### src/rtl/msrv32_bpu_if.sv
// Purpose: fetch-side prediction port and execute-side resolution port of msrv32_bpu.
// Latency: prediction is combinational; resolution results are registered, one cycle.
// Backpressure: none; the execute side may present a resolution every cycle.
//
// Port summary:
//   fetch      : fetch_pc_in -> predict_taken_out
//   execute    : ex_valid_in, flush_in, opcode_6_to_2_in, funct3_in, rs1_in, rs2_in,
//                ex_pc_in, ex_pred_taken_in
//   resolution : resolve_valid_out, branch_taken_out, mispredict_out
//   statistics : branch_count_out, mispredict_count_out
// master = pipeline side driving the unit, slave = the unit itself.
interface msrv32_bpu_if #(
  parameter int XLEN  = 32,
  parameter int CNT_W = 32
);
  // fetch side
  logic [XLEN-1:0]  fetch_pc_in;
  logic             predict_taken_out;

  // execute side
  logic             ex_valid_in;
  logic             flush_in;
  logic [4:0]       opcode_6_to_2_in;
  logic [2:0]       funct3_in;
  logic [XLEN-1:0]  rs1_in;
  logic [XLEN-1:0]  rs2_in;
  logic [XLEN-1:0]  ex_pc_in;
  logic             ex_pred_taken_in;

  // registered resolution results
  logic             resolve_valid_out;
  logic             branch_taken_out;
  logic             mispredict_out;

  // saturating statistics
  logic [CNT_W-1:0] branch_count_out;
  logic [CNT_W-1:0] mispredict_count_out;

  modport master (
    output fetch_pc_in,
    output ex_valid_in, flush_in, opcode_6_to_2_in, funct3_in,
    output rs1_in, rs2_in, ex_pc_in, ex_pred_taken_in,
    input  predict_taken_out,
    input  resolve_valid_out, branch_taken_out, mispredict_out,
    input  branch_count_out, mispredict_count_out
  );

  modport slave (
    input  fetch_pc_in,
    input  ex_valid_in, flush_in, opcode_6_to_2_in, funct3_in,
    input  rs1_in, rs2_in, ex_pc_in, ex_pred_taken_in,
    output predict_taken_out,
    output resolve_valid_out, branch_taken_out, mispredict_out,
    output branch_count_out, mispredict_count_out
  );
endinterface

### src/rtl/msrv32_bpu.sv
// Purpose: resolves BRANCH/JAL/JALR and predicts from a PC-indexed table of 2-bit counters.
// Latency: prediction 0 cycles (combinational); resolution/mispredict 1 cycle (registered).
// Backpressure: none; one resolution per cycle accepted, flush squashes without side effects.
//
// Ports:
//   clk_in    : single clock, all state on rising edge
//   rst_n_in  : asynchronous active-low reset (table -> weakly not taken, outputs/counters -> 0)
//   bus       : msrv32_bpu_if.slave (fetch prediction, execute resolution, statistics)
module msrv32_bpu #(
  parameter int XLEN      = 32,
  parameter int BHT_DEPTH = 64,
  parameter int CNT_W     = 32
) (
  input  logic          clk_in,
  input  logic          rst_n_in,
  msrv32_bpu_if.slave   bus
);

  localparam int IDX_W = $clog2(BHT_DEPTH);

  localparam logic [4:0] OP_BRANCH = 5'b11000;
  localparam logic [4:0] OP_JAL    = 5'b11011;
  localparam logic [4:0] OP_JALR   = 5'b11001;

  localparam logic [CNT_W-1:0] CNT_ONE = {{(CNT_W-1){1'b0}}, 1'b1};
  localparam logic [CNT_W-1:0] CNT_MAX = {CNT_W{1'b1}};

  // Decoded view of the execute-stage instruction.
  typedef struct packed {
    logic is_branch;
    logic is_jump;     // JAL or JALR
    logic f3_legal;    // funct3 names a real branch condition
  } dec_t;

  // --------------------------------------------------------------------------
  // Branch history table
  // --------------------------------------------------------------------------
  logic [1:0]       bht [BHT_DEPTH];
  logic [IDX_W-1:0] fetch_idx;
  logic [IDX_W-1:0] ex_idx;
  logic [1:0]       ex_ctr;
  logic [1:0]       ex_ctr_next;

  // Word-aligned PCs: bits [1:0] carry no information, upper bits alias.
  assign fetch_idx = bus.fetch_pc_in[IDX_W+1:2];
  assign ex_idx    = bus.ex_pc_in[IDX_W+1:2];

  // Reads the pre-update array, so a same-cycle write to this index shows next cycle.
  assign bus.predict_taken_out = bht[fetch_idx][1];

  // Address bits outside the index field are deliberately ignored.
  logic unused_pc_bits;
  assign unused_pc_bits = ^{bus.fetch_pc_in[XLEN-1:IDX_W+2], bus.fetch_pc_in[1:0],
                            bus.ex_pc_in[XLEN-1:IDX_W+2], bus.ex_pc_in[1:0]};

  // --------------------------------------------------------------------------
  // Decode and condition evaluation
  // --------------------------------------------------------------------------
  dec_t dec;
  logic accept;
  logic cond_true;
  logic taken;
  logic mispred;
  logic train;
  logic ops_eq;
  logic ops_lt_s;
  logic ops_lt_u;

  assign accept = bus.ex_valid_in & ~bus.flush_in;

  always_comb begin
    dec           = '0;
    dec.is_branch = (bus.opcode_6_to_2_in == OP_BRANCH);
    dec.is_jump   = (bus.opcode_6_to_2_in == OP_JAL) || (bus.opcode_6_to_2_in == OP_JALR);
    // 010 and 011 are the only unused encodings in the branch funct3 space.
    dec.f3_legal  = (bus.funct3_in[2:1] != 2'b01);
  end

  assign ops_eq   = (bus.rs1_in == bus.rs2_in);
  assign ops_lt_s = ($signed(bus.rs1_in) < $signed(bus.rs2_in));
  assign ops_lt_u = (bus.rs1_in < bus.rs2_in);

  always_comb begin
    cond_true = 1'b0;
    unique case (bus.funct3_in)
      3'b000:  cond_true = ops_eq;
      3'b001:  cond_true = ~ops_eq;
      3'b100:  cond_true = ops_lt_s;
      3'b101:  cond_true = ~ops_lt_s;
      3'b110:  cond_true = ops_lt_u;
      3'b111:  cond_true = ~ops_lt_u;
      default: cond_true = 1'b0;
    endcase
  end

  // Jumps are always taken; anything that is not a control instruction is not taken.
  assign taken   = dec.is_branch ? cond_true : dec.is_jump;
  assign mispred = taken ^ bus.ex_pred_taken_in;
  assign train   = accept & dec.is_branch & dec.f3_legal;

  // --------------------------------------------------------------------------
  // Table training: 2-bit saturating counter step
  // --------------------------------------------------------------------------
  assign ex_ctr = bht[ex_idx];

  always_comb begin
    ex_ctr_next = ex_ctr;
    if (taken) begin
      if (ex_ctr != 2'b11) ex_ctr_next = ex_ctr + 2'd1;
    end else begin
      if (ex_ctr != 2'b00) ex_ctr_next = ex_ctr - 2'd1;
    end
  end

  always_ff @(posedge clk_in or negedge rst_n_in) begin
    if (!rst_n_in) begin
      for (int i = 0; i < BHT_DEPTH; i++) bht[i] <= 2'b01;
    end else if (train) begin
      bht[ex_idx] <= ex_ctr_next;
    end
  end

  // --------------------------------------------------------------------------
  // Registered resolution results: one-cycle pulses, cleared when nothing accepted
  // --------------------------------------------------------------------------
  logic resolve_valid_q;
  logic branch_taken_q;
  logic mispredict_q;

  always_ff @(posedge clk_in or negedge rst_n_in) begin
    if (!rst_n_in) begin
      resolve_valid_q <= 1'b0;
      branch_taken_q  <= 1'b0;
      mispredict_q    <= 1'b0;
    end else begin
      resolve_valid_q <= accept;
      branch_taken_q  <= accept & taken;
      mispredict_q    <= accept & mispred;
    end
  end

  assign bus.resolve_valid_out = resolve_valid_q;
  assign bus.branch_taken_out  = branch_taken_q;
  assign bus.mispredict_out    = mispredict_q;

  // --------------------------------------------------------------------------
  // Statistics: saturate at all-ones so long runs never wrap back to small values
  // --------------------------------------------------------------------------
  logic [CNT_W-1:0] branch_cnt_q;
  logic [CNT_W-1:0] mispred_cnt_q;

  always_ff @(posedge clk_in or negedge rst_n_in) begin
    if (!rst_n_in) begin
      branch_cnt_q  <= '0;
      mispred_cnt_q <= '0;
    end else begin
      if (train && (branch_cnt_q != CNT_MAX)) begin
        branch_cnt_q <= branch_cnt_q + CNT_ONE;
      end
      if (accept && mispred && (mispred_cnt_q != CNT_MAX)) begin
        mispred_cnt_q <= mispred_cnt_q + CNT_ONE;
      end
    end
  end

  assign bus.branch_count_out     = branch_cnt_q;
  assign bus.mispredict_count_out = mispred_cnt_q;

endmodule

### src/flat_wrapper.sv
// flat-port wrapper written by rule: the top's interface ports become plain ports
module msrv32_bpu_flat 
#(
  parameter int XLEN      = 32,
  parameter int BHT_DEPTH = 64,
  parameter int CNT_W     = 32
)
  (clk_in, rst_n_in, bus_fetch_pc_in, bus_ex_valid_in, bus_flush_in, bus_opcode_6_to_2_in, bus_funct3_in, bus_rs1_in, bus_rs2_in, bus_ex_pc_in, bus_ex_pred_taken_in, bus_predict_taken_out, bus_resolve_valid_out, bus_branch_taken_out, bus_mispredict_out, bus_branch_count_out, bus_mispredict_count_out);
  msrv32_bpu_if #(.XLEN(XLEN), .CNT_W(CNT_W)) bus_i ();
  input  logic clk_in;
  input  logic rst_n_in;
  input wire logic [$bits(bus_i.fetch_pc_in)-1:0] bus_fetch_pc_in;
  input wire logic [$bits(bus_i.ex_valid_in)-1:0] bus_ex_valid_in;
  input wire logic [$bits(bus_i.flush_in)-1:0] bus_flush_in;
  input wire logic [$bits(bus_i.opcode_6_to_2_in)-1:0] bus_opcode_6_to_2_in;
  input wire logic [$bits(bus_i.funct3_in)-1:0] bus_funct3_in;
  input wire logic [$bits(bus_i.rs1_in)-1:0] bus_rs1_in;
  input wire logic [$bits(bus_i.rs2_in)-1:0] bus_rs2_in;
  input wire logic [$bits(bus_i.ex_pc_in)-1:0] bus_ex_pc_in;
  input wire logic [$bits(bus_i.ex_pred_taken_in)-1:0] bus_ex_pred_taken_in;
  output wire logic [$bits(bus_i.predict_taken_out)-1:0] bus_predict_taken_out;
  output wire logic [$bits(bus_i.resolve_valid_out)-1:0] bus_resolve_valid_out;
  output wire logic [$bits(bus_i.branch_taken_out)-1:0] bus_branch_taken_out;
  output wire logic [$bits(bus_i.mispredict_out)-1:0] bus_mispredict_out;
  output wire logic [$bits(bus_i.branch_count_out)-1:0] bus_branch_count_out;
  output wire logic [$bits(bus_i.mispredict_count_out)-1:0] bus_mispredict_count_out;
  assign bus_i.fetch_pc_in = bus_fetch_pc_in;
  assign bus_i.ex_valid_in = bus_ex_valid_in;
  assign bus_i.flush_in = bus_flush_in;
  assign bus_i.opcode_6_to_2_in = bus_opcode_6_to_2_in;
  assign bus_i.funct3_in = bus_funct3_in;
  assign bus_i.rs1_in = bus_rs1_in;
  assign bus_i.rs2_in = bus_rs2_in;
  assign bus_i.ex_pc_in = bus_ex_pc_in;
  assign bus_i.ex_pred_taken_in = bus_ex_pred_taken_in;
  assign bus_predict_taken_out = bus_i.predict_taken_out;
  assign bus_resolve_valid_out = bus_i.resolve_valid_out;
  assign bus_branch_taken_out = bus_i.branch_taken_out;
  assign bus_mispredict_out = bus_i.mispredict_out;
  assign bus_branch_count_out = bus_i.branch_count_out;
  assign bus_mispredict_count_out = bus_i.mispredict_count_out;
  msrv32_bpu #(.XLEN(XLEN), .BHT_DEPTH(BHT_DEPTH), .CNT_W(CNT_W)) u_core (.clk_in(clk_in), .rst_n_in(rst_n_in), .bus(bus_i));
endmodule
### config.mk
export PLATFORM = sky130hd
export DESIGN_NAME = msrv32_bpu_flat
export DESIGN_NICKNAME = d
export VERILOG_FILES = /design/src/rtl/msrv32_bpu_if.sv /design/src/rtl/msrv32_bpu.sv /design/src/flat_wrapper.sv
export SDC_FILE = /design/constraint.sdc
export NUM_CORES = 1
export LEC_CHECK = 0
export BUFFER_PORTS_ARGS = -buffer_cell sky130_fd_sc_hd__buf_2
export CAP_MARGIN = 20
export CORE_MARGIN = 3
export CORE_UTILIZATION = 50
export DETAILED_ROUTE_END_ITERATION = 6
export PLACE_DENSITY = 0.73
export SLEW_MARGIN = 5
export SYNTH_ARGS = -nofsm -noshare
export SYNTH_HDL_FRONTEND = slang
export SYNTH_SLANG_ARGS = --single-unit
### constraint.sdc
create_clock -name clk_in -period 5.4 [get_ports clk_in]
set_clock_uncertainty 0.05 [all_clocks]
set_input_delay 0.27 -clock clk_in [delete_from_list [all_inputs] [get_ports clk_in]]
set_output_delay 0.27 -clock clk_in [all_outputs]
set_load 0.03 [all_outputs]
==> metrics.md, run 1 <==
| Metric | Value |
|---|---|
| Max Cap Violations | `0` |
| Gr usage total | `0.233` |
| Top FF cell, synth | `dfrtp_1` |
| Vias | `just over 8000` |
| Die width | `153 µm` |
| PnR worst setup slack | `between 1500 and 2000 ps` |
| Die footprint | `about 0.024 mm²` |
| FP Rows | `between 50 and 60` |
| Critical Path AT | `~3800 ps` |
| Clock sinks | `195` |
| Fin Hold WS | `between 150 and 200 ps` |
| Worst path required time | `roughly 5700 ps` |
| First-pass DRT Iterations | `7` |
| Final Cell Area | `0.0124 mm²` |
| Final period utilization | `0.650` |
| Power Dens Cells | `257 mW/mm²` |
| Syn Inst Count | `945` |
| FILL cells | `1769` |
| Mapped Nets | `1120` |
| Pre-CTS setup slack | `1510 ps` |
| Area of the multi-input gates | `around 0.0055 mm²` |
| Pins Over Slew Limit | `0` |
| Routed wire per std cell | `19.8 µm` |
| CP Capture Type | `flop` |
| Maximum clock frequency | `around 280 MHz` |
| Slowest stage delay, CP | `630 ps` |
| Global-route wire length before repair | `around 44000 µm` |
| Area share of the largest cell type after synthesis | `0.302` |
| Core footprint | `0.0212 mm²` |
| TritonCTS clock tree | `done` |
| Post-synthesis register bit count | `195` |
| Syn Area/Cell | `around 11 µm²` |
| Initial DRC count | `625` |
| Ports | `around 210` |
| Total negative setup slack | `0 ps` |
| Fin crit period | `3510 ps` |
| Largest net degree at the start of global routing | `99` |
| Crit-path cells | `buf_2 -> buf_4 -> mux2_1 -> a221oi_1 -> nor2_1 -> o21ai_1 -> nand2_1 -> or4_4 -> maj3_4 -> mux2_2` |
| Syn Std Cell Area | `0.0109 mm²` |
| Post CTS Setup Buffer Count | `0` |
| CTS Buffer Depth | `2` |
| Number of distinct library cells after synthesis | `61` |
| Status | `complete, no violations` |
| Remaining DRCs | `0` |
| Most frequent cell after synthesis | `mux2_2` |
| Worst Max-Slew Pin Slew | `a little over 1000 ps` |
| Asr flop ratio synth | `1.00` |
| Placed Area | `0.0118 mm²` |
| Initial Util | `0.514` |
| I/O Buffers | `approximately 160` |
| Worst-path maximum fanout | `64` |
| RSZ-0062 raised after global routing | `no` |
| HPWL Detailed | `18600 µm` |
| Leak | `0.00583 µW` |
| TritonCTS Buffers | `17` |
| Slowest stage cell, crit path | `buf_2` |
| Via/cell ratio | `5.90` |
| Die H | `153 µm` |
| Number of H-tree levels | `4` |
| Clk_lat worst skew | `440 ps` |
| Initial antenna violation count | `0` |
| Hold Crit Class | `input port to flop` |
| Layout cells sized above 1 | `0.396` |
| Commonest cells in the synthesized netlist | `mux2_2, dfrtp_1, nand2_1` |
| Final hold vios | `0` |
| Peak VDD IR | `246 µV` |
| Global route overflow | `0` |
| Yosys warnings | `0` |
| Post-synth EDFFs | `0` |
| Post-route antenna net violation count | `0` |
| Startpoint Class | `input port` |
| Nets | `about 1300` |
| Synth area leader | `dfrtp_1` |
| WL final | `about 27000 µm` |
| Critical path type | `input port to flop` |
| Area grow syn2layout | `14.2%` |
| CTS root buffer | `clkbuf_16` |
| Clk pin slew, worst setup/hold paths | `80 ps` |
| Reg area | `0.00496 mm²` |
| Final setup viols | `0` |
| Vias in the first global route | `8414` |
| RD Place Congestion | `0.864` |
| Top cells by area, synth | `dfrtp_1, dfstp_2, mux2_2, mux4_2, xnor2_1` |
| Diode count | `0` |
| Seq/Total Area, Yosys | `0.456` |
| Relative slew slack | `0.326` |
[repair_timing]
item	4_1_cts	5_1_grt
endpoints found under the hold margin	66	0
gates resized for setup	0	0
hold buffers	1	0
[placed cells by master, fill, tap and decap left out, drive strengths merged, types with 34 or more instances in the layout]
cell	n
buf	162
mux2	145
dfrtp	131
nand2	81
nor2	69
dfstp	64
xnor2	56
nand3	46
inv	41
ha	34
[area by class of cell]
class                           count  area share
Tap cell                          275      0.0277
Sequential cell                   195       0.400
Clock inverter                     12      0.0145
Multi-Input combinational cell    668       0.441
Inverter                           39      0.0118
Clock buffer                       20      0.0360
Timing Repair Buffer              164      0.0689
[power breakdown]
part | leakage (µW) | switching, µW | total (µW) | internal, µW
clock | 0.000301 | 568 | 1360 | 791
combinational | 0.00306 | 215 | 325 | 110
sequential | 0.00246 | 22.9 | 1510 | 1480
total | 0.00583 | 806 | 3190 | 2390
[routing by layer]
layer / routed length [µm] / global-route usage
met1: 11500 / 0.311
met5: 0 / 0
met2: 13100 / 0.389
met3: 2000 / 0.0561
met4: 544 / 0.0542
[cells by family after synthesis]
kind of cell	Yosys count	share of synthesized area
AOI/OAI and AO/OA	87	0.0559
xor gates and xnor gates	65	0.0531
adders and majority gates	36	0.0417
buffers and inverters	82	0.0396
DFF	195	0.456
muxes	185	0.221
and+or+nand+nor	295	0.132
[registers in the layout, indices dropped and copies added, names as in the netlist]
| signal | count |
|---|---|
| u_core.bus.mispredict_out | 1 |
| u_core.bht | 128 |
| u_core.bus.resolve_valid_out | 1 |
| u_core.bus.branch_taken_out | 1 |
| u_core.bus.branch_count_out | 32 |
| u_core.bus.mispredict_count_out | 32 |
[worst max-delay path, delay by kind of cell]
kind,cells,cell delay [ps]
AO/OA/AOI/OAI,2,400
adder cells (fa/ha/maj),1,610
buffers and inverters,2,1050
multiplexers,2,750
AND/OR/NAND/NOR,3,660
[stage by stage]
step,instances,total power (µW),utilization
6_report,1373,3190,0.587
5_1_grt,1373,3320,0.587
4_1_cts,1372,3220,0.586
3_5_place_dp,1339,1860,0.556
3_3_place_gp,1338,1850,0.556
2_1_floorplan,945,1730,-
[worst paths after layout]
path,cells after the start,start,end,slack (ps)
max reg2reg,8,u_core.bht[83],u_core.bht[95],2250
min,3,bus_ex_valid_in,u_core.bus.branch_taken_out,200
min reg2reg,1,u_core.bus.branch_count_out[13],u_core.bus.branch_count_out[13],430
min in group asynchronous,2,rst_n_in,u_core.bht[15],430
max in group asynchronous,3,rst_n_in,u_core.bht[85],3760
max,10,bus_ex_pc_in[2],u_core.bht[95],1890
No activity file was read; power rests on OpenSTA's default activity.
==> inputs of run 2 (changes only) <==
PLACE_DENSITY = 0.76   (was 0.73)
clock period = 3.2 ns   (was 5.4 ns; I/O delays follow)
==> run 2 against run 1 <==
  * Sequential cell count stayed put
  * Wire length is 2.2% higher
  * Register-to-register slack worse by 2000 ps
  * Core utilization is 1.4 points higher
  * Global-route usage is 0.46 points higher
  * Hold slack worse by 130 ps
  * Critical path type is now flop to flop
  * Critical endpoint is now u_core.bht[35]
  * Highest routed layer unchanged
==> metrics.md, run 2 (same netlist as run 1, synthesis figures left out) <==
| Metric | Value |
|---|---|
| Slowest stage delay, CP | `between 500 and 600 ps` |
| I/O Buffers | `approximately 160` |
| Power Dens Cells | `426 mW/mm²` |
| Clock power frac | `0.420` |
| Leak | `0.00600 µW` |
| RD Place Congestion | `about 0.9` |
| CTS resizes | `0` |
| Hold Crit Class | `input port to flop` |
| Layout cells sized above 1 | `0.412` |
| Global-route wire length before repair | `44900 µm` |
| Critical path type | `flop to flop` |
| CP Capture Type | `flop` |
| TritonCTS Buffers | `17` |
| Final setup viols | `0` |
| Gr usage total | `0.237` |
| Crit-path cells | `mux2_1 -> a221oi_1 -> a21oi_1 -> a21oi_1 -> o221ai_1 -> or4_4 -> maj3_4 -> buf_12 -> mux2_2` |
| Maximum clock frequency | `336 MHz` |
| Worst path required time | `roughly 3500 ps` |
| Most frequent cells in the layout | `buf_2, mux2_2, dfrtp_1` |
| RSZ-0062 raised after global routing | `no` |
| Clk pin slew, worst setup/hold paths | `70 ps` |
| Core footprint | `0.0212 mm²` |
| Hold Path Stages | `3` |
| Crit-path leading delay family | `compound AO/OA/AOI/OAI gates` |
| Post CTS Setup Buffer Count | `0` |
| Critical Path AT | `around 3200 ps` |
| Power share of the sequential group | `0.470` |
| Worst-path maximum fanout | `36` |
| Clock sinks | `195` |
| Post-Layout Cell Count | `1402` |
| Final hold vios | `0` |
| Post-CTS Hold Fix Bufs | `1` |
| Die footprint | `0.0235 mm²` |
| Largest register by flop count | `u_core.bht` |
| Clk_lat worst skew | `430 ps` |
| Post-route antenna net violation count | `0` |
| Bufs and invs on worst path | `1` |
| First-pass DRT Iterations | `7` |
| Vias | `8309` |
| Initial antenna violation count | `0` |
| Nets | `1290` |
| Fin crit period | `2980 ps` |
| NetSw | `1350 µW` |
| Placed Area | `around 0.012 mm²` |
| Global route overflow | `0` |
| Die H | `153 µm` |
| Routed wire per std cell | `19.8 µm` |
| Diode count | `0` |
| Final Cell Area | `~0.013 mm²` |
| Max reg flops | `128` |
| Remaining DRCs | `0` |
| Max Cap Violations | `0` |
| Placed cells | `1370` |
| Status | `complete, no violations` |
| Commonest non-fill, non-tap cell in the layout | `buf_2` |
| Largest net degree at the start of global routing | `70` |
| Relative slew slack | `0.520` |
| CTS root buffer | `clkbuf_16` |
| Final period utilization | `0.931` |
| Initial DRC count | `between 600 and 700` |
| Number of H-tree levels | `4` |
| Top cell by count, worst path | `a21oi_1` |
| Reg2reg path depth | `9` |
| Vias in the first global route | `8638` |
| CTS Buffer Depth | `2` |
| Via/cell ratio | `a little under 6` |
| Peak VDD IR | `400 µV` |
| Pins Over Slew Limit | `0` |
| WP depth | `9` |
| Sw frac | `0.250` |
| TritonCTS clock tree | `done` |
| WL final | `between 20000 and 30000 µm` |
| P_int | `4060 µW` |
| Total negative setup slack | `0 ps` |
| Initial Util | `0.514` |
| Worst Max-Slew Pin Slew | `718 ps` |
| Area grow syn2layout | `17.0%` |
| HPWL Detailed | `roughly 20000 µm` |
| Ports | `approximately 210` |
| FP Rows | `53` |
| Logic pwr share | `0.110` |
| Fin util | `0.601` |
| Slowest stage cell, crit path | `or4_4` |
| Startpoint Class | `flop` |
| Die width | `153 µm` |
[run 2: cell count changes in the layout (fill, tap and decap cells not counted)]
cell | previous run | this run
buf_4 | 6 | 30
buf_12 | 0 | 7
clkinvlp_4 | 2 | 0
buf_6 | 1 | 0
clkbuf_1 | 2 | 1
clkinv_2 | 2 | 3
clkinv_4 | 2 | 3
nor3_1 | 8 | 9
nor3_2 | 1 | 0
[run 2: area by class of cell]
cell class,instances,area (µm²)
tap,275,344
multi-input combinational,668,5480
sequential,195,4960
fill,1712,8440
timing repair buffer,194,1160
clock inverter,12,179
clock buffer,19,443
inverter,39,146
[run 2: per-stage QoR]
stage	hold slack, ps	total power, µW	setup slack, ps
finish	68.6	5410	221
global route	101	5630	130
global placement	153	3160	49.1
CTS	49.0	5450	230
floorplan	-186	2930	234
detailed placement	156	3180	-29.3
[run 2: power groups by stage]
stage	clock network, µW	registers [µW]	logic, µW
floorplan	0	2650	277
global placement	0	2590	577
detailed placement	0	2590	596
CTS	2310	2540	597
global route	2420	2550	654
finish	2270	2540	596
[run 2: tightest hold or removal path: cells and delay by family]
kind | cells | cell delay [ps]
and+or+nand+nor | 2 | 270
buffers and inverters | 1 | 70
[run 2: layer usage]
metal | global-route usage | vias to the layer above | wire length [µm]
li1 | - | 3753 | -
met1 | 0.314 | 4165 | 11400
met2 | 0.385 | 328 | 13300
met3 | 0.0629 | 63 | 2280
met4 | 0.0753 | 0 | 779
met5 | 0 | - | 0
[run 2: final timing paths]
| check | startpoint | endpoint | slack [ps] |
|---|---|---|---|
| setup / recovery | u_core.bht[81] | u_core.bht[35] | 220 |
| hold / removal | bus_ex_valid_in | u_core.bus.branch_taken_out | 70 |
| setup reg to reg | u_core.bht[81] | u_core.bht[35] | 220 |
| hold reg to reg | u_core.bus.branch_count_out[13] | u_core.bus.branch_count_out[13] | 440 |
| max in group asynchronous | rst_n_in | u_core.bht[110] | 1960 |
| min in group asynchronous | rst_n_in | u_core.bht[9] | 250 |
==> inputs of run 3 (changes only) <==
CTS_BUF_LIST = sky130_fd_sc_hd__clkbuf_16   (was default)
==> run 3 against run 2 <==
  * Sequential power about the same
  * Wire length about the same
  * Combinational power about the same
  * Clock-buffer cell count down 2
  * Highest routed layer unchanged
  * Critical path depth unchanged
  * First-iteration DRC count up 1.2%
  * Sequential cell count unchanged
  * Fmax about the same
  * Clock power about the same
  * Sequential share of layout area about the same
  * Hold slack about the same
==> metrics.md, run 3 (same netlist as run 1, synthesis figures left out) <==
| Metric | Value |
|---|---|
| Status | `complete, no violations` |
| Fin util | `0.600` |
| Peak VDD IR | `400 µV` |
| Reg2reg path depth | `9` |
| Final hold vios | `0` |
| Commonest non-fill, non-tap cell in the layout | `buf_2` |
| TritonCTS Buffers | `17` |
| Worst-path maximum fanout | `36` |
| Pins Over Slew Limit | `0` |
| Global route overflow | `0` |
| Power Dens Cells | `~420 mW/mm²` |
| Via/cell ratio | `between 5 and 6` |
| Diode count | `0` |
| Initial Util | `0.514` |
| FP Rows | `53` |
| Area grow syn2layout | `16.9%` |
| Remaining DRCs | `0` |
| Max Cap Violations | `0` |
| Critical path type | `flop to flop` |
| RSZ-0062 raised after global routing | `no` |
| First-pass DRT Iterations | `7` |
| Initial antenna violation count | `0` |
| Routed wire per std cell | `19.8 µm` |
| Most frequent cells in the layout | `buf_2, mux2_2, dfrtp_1` |
| Startpoint Class | `flop` |
| CTS resizes | `0` |
| Relative slew slack | `0.530` |
| HPWL Detailed | `20000 µm` |
| Critical Path AT | `3250 ps` |
| WL final | `27800 µm` |
| CTS root buffer | `clkbuf_16` |
| CTS Buffer Depth | `2` |
| Core footprint | `0.0212 mm²` |
| Clk pin slew, worst setup/hold paths | `70 ps` |
| Initial DRC count | `664` |
| Clk_lat worst skew | `440 ps` |
| Fin crit period | `2980 ps` |
| TritonCTS clock tree | `done` |
| Die H | `153 µm` |
| Gr usage total | `0.237` |
| Hold Path Stages | `3` |
| Global-route wire length before repair | `around 45000 µm` |
| Final period utilization | `0.931` |
| Largest net degree at the start of global routing | `70` |
| Vias | `approximately 8300` |
| Area of the multi-input gates | `0.00548 mm²` |
| Largest register by flop count | `u_core.bht` |
| Die footprint | `~0.024 mm²` |
| Layout cells sized above 1 | `0.411` |
| Die width | `153 µm` |
| Nets | `~1300` |
| Placed Area | `0.0121 mm²` |
| Maximum clock frequency | `336 MHz` |
| Leak | `0.00600 µW` |
| Vias in the first global route | `8633` |
| FILL cells | `1713` |
| Final setup viols | `0` |
| Number of H-tree levels | `4` |
| Hold Crit Class | `input port to flop` |
| Reg area | `a little under 0.005 mm²` |
| I/O Buffers | `about 160` |
| Clock sinks | `195` |
| Post-route antenna net violation count | `0` |
| RD Place Congestion | `roughly 0.91` |
| Max reg flops | `128` |
| CP Capture Type | `flop` |
| Worst Max-Slew Pin Slew | `approximately 700 ps` |
| Final Cell Area | `0.0127 mm²` |
| Worst path required time | `3470 ps` |
| Ports | `209` |
[run 3: layout make-up]
| class | instances | area share |
|---|---|---|
| multi-input combinational | 668 | 0.431 |
| clock buffer | 17 | 0.0335 |
| tap | 275 | 0.0271 |
| clock inverter | 14 | 0.0147 |
| inverter | 39 | 0.0115 |
| sequential | 195 | 0.390 |
| timing repair buffer | 194 | 0.0917 |
[run 3: worst max-delay path, stage by stage, from the launching register on]
cell,delay [ps]
dfrtp_1,400
mux2_1,310
a221oi_1,300
a21oi_1,70
a21oi_1,140
o221ai_1,170
or4_4,580
maj3_4,370
buf_12,180
mux2_2,280
[run 3: worst paths after layout]
check / startpoint / endpoint / slack (ps)
worst max-delay path: u_core.bht[81] / u_core.bht[35] / 220
worst max register to register: u_core.bht[81] / u_core.bht[35] / 220
worst min register to register: u_core.bus.branch_count_out[13] / u_core.bus.branch_count_out[13] / 440
min in group asynchronous: rst_n_in / u_core.bht[63] / 250
max in group asynchronous: rst_n_in / u_core.bht[110] / 1960
worst min-delay path: bus_ex_valid_in / u_core.bus.branch_taken_out / 70
[run 3: metrics by stage]
stage	hold WS (ps)	std cells	total power (µW)	setup TNS, ps	worst slack, ps
finish	68.2	1402	5390	0	220
global route	101	1402	5600	0	130
CTS	50.5	1402	5420	0	230
detailed placement	156	1370	3180	-29.3	-29.3
global placement	153	1370	3160	0	49.1
floorplan	-186	945	2930	0	234
[run 3: routing by layer]
metal  global-route usage  up-vias  wire length (µm)
li1                     -     3765                 -
met1                0.314     4113             11400
met2                0.385      347             13300
met3               0.0629       61              2260
met4               0.0753        0               729
met5                    0        -                 0
[run 3: what timing repair did]
item | CTS | global route
hold endpoints to repair | 33 | 0
hold buffers | 1 | 0
buffers inserted | 0 | 0
[run 3: where the power goes]
part	internal [µW]	switching (µW)	total, µW
Combinational	221	374	595
Sequential	2510	39.5	2540
Clock	1300	943	2250
Total	4030	1360	5390
